`config.mk`:
```
export PLATFORM = sky130hd
export DESIGN_NAME = uart_tx_scheduler
export DESIGN_NICKNAME = d
export VERILOG_FILES = /design/src/rtl/uart_pkg.sv /design/src/rtl/rr_arbiter.sv /design/src/rtl/uart_tx_scheduler.sv
export SDC_FILE = /design/constraint.sdc
export NUM_CORES = 1
export LEC_CHECK = 0
export CAP_MARGIN = 10
export CELL_PAD_IN_SITES_DETAIL_PLACEMENT = 0
export CELL_PAD_IN_SITES_GLOBAL_PLACEMENT = 2
export CORE_ASPECT_RATIO = 2
export CORE_MARGIN = 2
export CORE_UTILIZATION = 29
export CTS_CLUSTER_DIAMETER = 150
export DETAILED_ROUTE_END_ITERATION = 16
export PLACE_DENSITY_LB_ADDON = 0.15
export REMOVE_ABC_BUFFERS = 1
export SYNTH_ARGS = -nofsm -noshare
export SYNTH_HDL_FRONTEND = slang
export SYNTH_SLANG_ARGS = --single-unit
```
`constraint.sdc`:
```
create_clock -name clk_in -period 2.9 [get_ports clk_in]
set_input_delay 0.58 -clock clk_in [delete_from_list [all_inputs] [get_ports clk_in]]
set_output_delay 0.58 -clock clk_in [all_outputs]
set_load 0.01 [all_outputs]
```
`src/rtl/uart_pkg.sv`:
```
// uart_pkg: types and constants shared by the UART transmit scheduler and
// the UART receiver.
//   tx_state_t      - transmit serialiser states
//   LINE_IDLE       - level of an idle serial line (mark)
//   DEFAULT_DATA_W  - default number of data bits per frame
package uart_pkg;

    localparam logic LINE_IDLE      = 1'b1;
    localparam int   DEFAULT_DATA_W = 8;

    typedef enum logic [2:0] {
        IDLE,
        WAIT,
        START,
        DATA,
        STOP
    } tx_state_t;

endpackage

```
`src/rtl/rr_arbiter.sv`:
```
// rr_arbiter: round-robin selector for NUM_REQ requesters.
// The one-hot select is combinational. It picks the first set req bit at or
// after the priority pointer and wraps modulo NUM_REQ. The pointer is
// registered and moves to one past the winner only when accept is strobed.
// Ports:
//   clk_in   in   system clock
//   rst_n    in   synchronous active-low reset (pointer -> 0)
//   req      in   NUM_REQ request vector
//   accept   in   winner is taken this cycle; advance the pointer
//   gnt      out  NUM_REQ one-hot select (all zero when no request)
//   gnt_idx  out  binary index of the selected requester
module rr_arbiter #(
    parameter int NUM_REQ = 4,
    parameter int IDX_W   = $clog2(NUM_REQ)
) (
    input  logic               clk_in,
    input  logic               rst_n,
    input  logic [NUM_REQ-1:0] req,
    input  logic               accept,
    output logic [NUM_REQ-1:0] gnt,
    output logic [IDX_W-1:0]   gnt_idx
);

    logic [IDX_W-1:0] ptr;
    logic [IDX_W:0]   pos;
    logic             found;

    // Scan from ptr upward. pos carries one extra bit so the wrap works for
    // non-power-of-2 NUM_REQ.
    always_comb begin
        gnt     = '0;
        gnt_idx = '0;
        found   = 1'b0;
        pos     = '0;
        for (int k = 0; k < NUM_REQ; k++) begin
            pos = {1'b0, ptr} + (IDX_W+1)'(k);
            if (pos >= (IDX_W+1)'(NUM_REQ))
                pos = pos - (IDX_W+1)'(NUM_REQ);
            if (!found && req[pos[IDX_W-1:0]]) begin
                found                 = 1'b1;
                gnt[pos[IDX_W-1:0]]   = 1'b1;
                gnt_idx               = pos[IDX_W-1:0];
            end
        end
    end

    always_ff @(posedge clk_in) begin
        if (!rst_n)
            ptr <= '0;
        else if (accept)
            ptr <= (gnt_idx == IDX_W'(NUM_REQ-1)) ? '0 : gnt_idx + IDX_W'(1);
    end

endmodule

```
`src/rtl/uart_tx_scheduler.sv`:
```
// uart_tx_scheduler: shares one UART TX line between NUM_REQ byte producers.
// Requesters are granted round-robin. The granted byte is sent as a frame of
// one start bit, DATA_W data bits (LSB first) and STOP_BITS stop bits. Each
// bit lasts one baud_tick period.
// Ports:
//   clk_in     in   system clock
//   rst_n      in   synchronous active-low reset
//   baud_tick  in   one-cycle pulse per bit period
//   req_valid  in   per-requester byte valid
//   req_data   in   requester i's byte at [i*DATA_W +: DATA_W]
//   req_ready  out  one-cycle one-hot accept strobe
//   tx_out     out  serial line, idle high
//   busy       out  high from the accept cycle through the last stop bit
//   grant_id   out  index of the current/last granted requester
module uart_tx_scheduler
    import uart_pkg::*;
#(
    parameter int NUM_REQ   = 4,
    parameter int DATA_W    = DEFAULT_DATA_W,
    parameter int STOP_BITS = 1
) (
    input  logic                        clk_in,
    input  logic                        rst_n,
    input  logic                        baud_tick,
    input  logic [NUM_REQ-1:0]          req_valid,
    input  logic [NUM_REQ*DATA_W-1:0]   req_data,
    output logic [NUM_REQ-1:0]          req_ready,
    output logic                        tx_out,
    output logic                        busy,
    output logic [$clog2(NUM_REQ)-1:0]  grant_id
);

    localparam int IDX_W  = $clog2(NUM_REQ);
    localparam int CNT_W  = $clog2(DATA_W+1);
    localparam int SCNT_W = (STOP_BITS > 1) ? $clog2(STOP_BITS) : 1;

    tx_state_t         state;
    logic [DATA_W-1:0] shreg;
    logic [CNT_W-1:0]  bit_cnt;
    logic [SCNT_W-1:0] stop_cnt;
    logic [NUM_REQ-1:0] sel_onehot;
    logic [IDX_W-1:0]  sel_idx;
    logic              accept;

    assign accept = (state == IDLE) && (|req_valid);

    rr_arbiter #(.NUM_REQ(NUM_REQ)) u_arb (
        .clk_in  (clk_in),
        .rst_n   (rst_n),
        .req     (req_valid),
        .accept  (accept),
        .gnt     (sel_onehot),
        .gnt_idx (sel_idx)
    );

    // Ticks only advance the frame once the FSM has left IDLE. A tick that
    // lands on the accept cycle is therefore dropped, and the start bit
    // begins on the following tick.
    always_ff @(posedge clk_in) begin
        if (!rst_n) begin
            state     <= IDLE;
            tx_out    <= LINE_IDLE;
            req_ready <= '0;
            busy      <= 1'b0;
            grant_id  <= '0;
            shreg     <= '0;
            bit_cnt   <= '0;
            stop_cnt  <= '0;
        end else begin
            req_ready <= '0;
            case (state)
                IDLE: begin
                    if (accept) begin
                        req_ready <= sel_onehot;
                        shreg     <= req_data[sel_idx*DATA_W +: DATA_W];
                        grant_id  <= sel_idx;
                        busy      <= 1'b1;
                        state     <= WAIT;
                    end
                end
                WAIT: begin
                    if (baud_tick) begin
                        tx_out <= 1'b0;
                        state  <= START;
                    end
                end
                START: begin
                    if (baud_tick) begin
                        tx_out  <= shreg[0];
                        shreg   <= shreg >> 1;
                        bit_cnt <= CNT_W'(1);
                        state   <= DATA;
                    end
                end
                DATA: begin
                    // bit_cnt counts data bits already driven. The MSB is
                    // held one full period before the stop bit starts.
                    if (baud_tick) begin
                        if (bit_cnt == CNT_W'(DATA_W)) begin
                            tx_out   <= LINE_IDLE;
                            stop_cnt <= '0;
                            state    <= STOP;
                        end else begin
                            tx_out  <= shreg[0];
                            shreg   <= shreg >> 1;
                            bit_cnt <= bit_cnt + CNT_W'(1);
                        end
                    end
                end
                STOP: begin
                    if (baud_tick) begin
                        if (stop_cnt == SCNT_W'(STOP_BITS-1)) begin
                            busy  <= 1'b0;
                            state <= IDLE;
                        end else begin
                            stop_cnt <= stop_cnt + SCNT_W'(1);
                        end
                    end
                end
                default: state <= IDLE;
            endcase
        end
    end

endmodule

```
==> metrics.txt <==
Reg area=500 sq um; hold_sp=grant_id[1]$_SDFFE_PN0P_; H-Tree Depth=1; WHS Endpoint=grant_id[1]$_SDFFE_PN0P_; post-route cell area=2610 sq um; post-layout util=41.8%; reg2reg path depth=8; vias=1,790; Num CTS Buffers=3; Reg clk slew, reported paths=0.07 ns; number of cells produced by synthesis=203; Worst Slack Setup Final=0.248 ns; Detailed Routing Iterations Pass 1=4; Hold-fix buffers, CTS=0; Critical Path Slowest Stage Cell=mux4_1; Slew @ Worst Pin=0.683 ns; PwrDens=685 nW/um^2; Sink Count=25; DP HPWL=4.43 mm; Pleak=0.998 nW; filler cell count=685; Setup crit end kind=flop; most frequent cells after synthesis=dfxtp_1 (25), nor2_1 (17), mux2i_1 (16), nand2_1 (16); # nets final=312; RSZ-0062 raised after global routing=no; DRT iter0 DRCs=33; post-route clock period utilization=91.4%; synth warn=0; Pins Over Slew Limit=0; Worst R2R Start=u_arb.ptr[1]$_SDFFE_PN0P_; worst min path class=flop to flop; Worst Path Arrival=2.81 ns; total track usage=16.4%; Initial Util=29.6%; relative slew slack=54.5%; Synth cell types=49; Syn Area/Cell=9.12 sq um; flop2flop setup slack=0.39 ns; worst-case clock buffer depth=2; Die X=60.5 um; most frequent cell after synthesis=dfxtp_1; RePlAce Congestion=0.822; first-pass GRT wire length=8.83 mm; number of vias per cell=5.11; Clock Root Buffer=clkbuf_16; register area share after synthesis=27.0%; Area contributors post-synth=dfxtp_1 (27%), mux2i_1 (8.6%), ha_1 (5.4%); area post-placement=2530 sq um; post-cts resize count=0; DRC=0; port buffer count=46; fin crit period=2.65 ns; Top FF cell, synth=dfxtp_1; critical path class=primary input to flop; post-route ant nets=0; final std cells w/o fill=350; Top Ports=47; Seq cells post-synth=25; clk_lat worst skew=0.26 ns; GR Overflow Total=0; die area=7080 sq um; Netlist Area Pre-Place=1850 sq um; CP Cell Sequence=clkdlybuf4s50_1 -> mux4_1 -> nor2b_4 -> o21a_2 -> nor2_8 -> mux2_2 -> o2111a_1; CP required=3.05 ns; Max stage delay on crit path=0.58 ns; share of layout cells above drive strength 1=16.7%; FF-to-FF End=shreg[0]$_SDFFE_PN0P_; peak supply drop=0.000309 V; crit path launch type=primary input; vias in the first global route=1,853; initial antenna violation count=0; Peak Freq=377 MHz; Post-Route WL=5.37 mm; core footprint=6260 sq um; max cap viols=0; post-synth top area share=27.0%; CTS tree=yes; Synth area leader=dfxtp_1; Inst Count DP=346; Placement Rows=41; largest net degree at the start of global routing=16; Final Skew=0.00265 ns; # Post-CTS Setup Buffers=0; Synth async-reset ratio=0%; pre-CTS setup slack=-0.0367 ns; Die H=117 um; Setup crit start=req_valid[2]; run status=finished clean; area occupied by multi-input gates=1240 sq um; diode count=0; Worst Hold Margin=0.474 ns; area grow syn2layout=41.1%; critical path peak fanout=7; number of flops mapped to enable cells by yosys=0; Setup Viol. Count Final=0; routed length per instance=15.3 um; endpoints failing hold=0; hold-critical path depth=2
## worst max-delay path: cells and delay by family
kind,cells,cell delay [ns]
AOI/OAI and AO/OA,2,0.49
muxes,2,0.92
and+or+nand+nor,2,0.29
buffers and inverters,1,0.52
## registers in the layout, indices dropped and copies added, names as in the netlist
signal,flops
state,3
req_ready,4
bit_cnt,4
busy,1
grant_id,2
u_arb.ptr,2
tx_out,1
shreg,8
## cell families after synthesis
group / after synthesis / share of synthesized area [%]
AOI/OAI and AO/OA: 63 / 28.0
xor gates and xnor gates: 2 / 0.946
adders and majority gates: 8 / 5.41
buffers and inverters: 22 / 5.81
DFF: 25 / 27.0
muxes: 24 / 16.1
and+or+nand+nor: 59 / 16.7
## layout by cell type (no fill, tap or decap), drive strengths merged, types with 5 or more instances in the layout
cell / instances
buf: 22
a221oi: 11
nand2: 16
a2111o: 6
clkdlybuf4s50: 46
ha: 8
nor2: 19
mux2i: 16
nor3: 5
a21oi: 8
o21ai: 9
dfxtp: 25
o211ai: 9
nand3: 6
inv: 10
## per-layer routing
metal / wire [um] / vias to the layer above / GRT usage [%]
met1: 1950 / 855 / 16.0
met4: 64 / 0 / 4.78
met5: 0 / - / 0
li1: - / 905 / -
met3: 143 / 4 / 1.54
met2: 3210 / 26 / 33.9
## power breakdown
part	switching [mW]	leakage (nW)	internal (mW)
combinational	0.507	0.755	0.497
sequential	0.0483	0.206	0.421
clock	0.130	0.0371	0.187
total	0.685	0.998	1.11
## how the worst max path moves through the flow
| stage | slack [ns] | end | cells past startpoint |
|---|---|---|---|
| 2_1_floorplan | 0.09 | shreg[6]$_SDFFE_PN0P_ | 7 |
| 3_3_place_gp | 0.04 | shreg[6]$_SDFFE_PN0P_ | 7 |
| 3_5_place_dp | -0.04 | shreg[6]$_SDFFE_PN0P_ | 7 |
| 4_1_cts | 0.24 | shreg[6]$_SDFFE_PN0P_ | 7 |
| 5_1_grt | 0.09 | shreg[6]$_SDFFE_PN0P_ | 9 |
| 6_report | 0.25 | shreg[6]$_SDFFE_PN0P_ | 7 |
## layout make-up
class	count	share of cell area (%)
clock buffer	3	2.87
multi-input combinational	156	47.6
sequential	25	19.1
clock inverter	1	0.287
timing repair buffer	68	24.4
tap	86	4.12
inverter	11	1.58
## stage by stage
stage | setup TNS [ns] | power (mW)
floorplan | 0 | 1.11
global placement | 0 | 1.49
detailed placement | -0.0595 | 1.50
CTS | 0 | 1.82
global route | 0 | 1.92
finish | 0 | 1.79
Power figures use the tool's default switching activity.
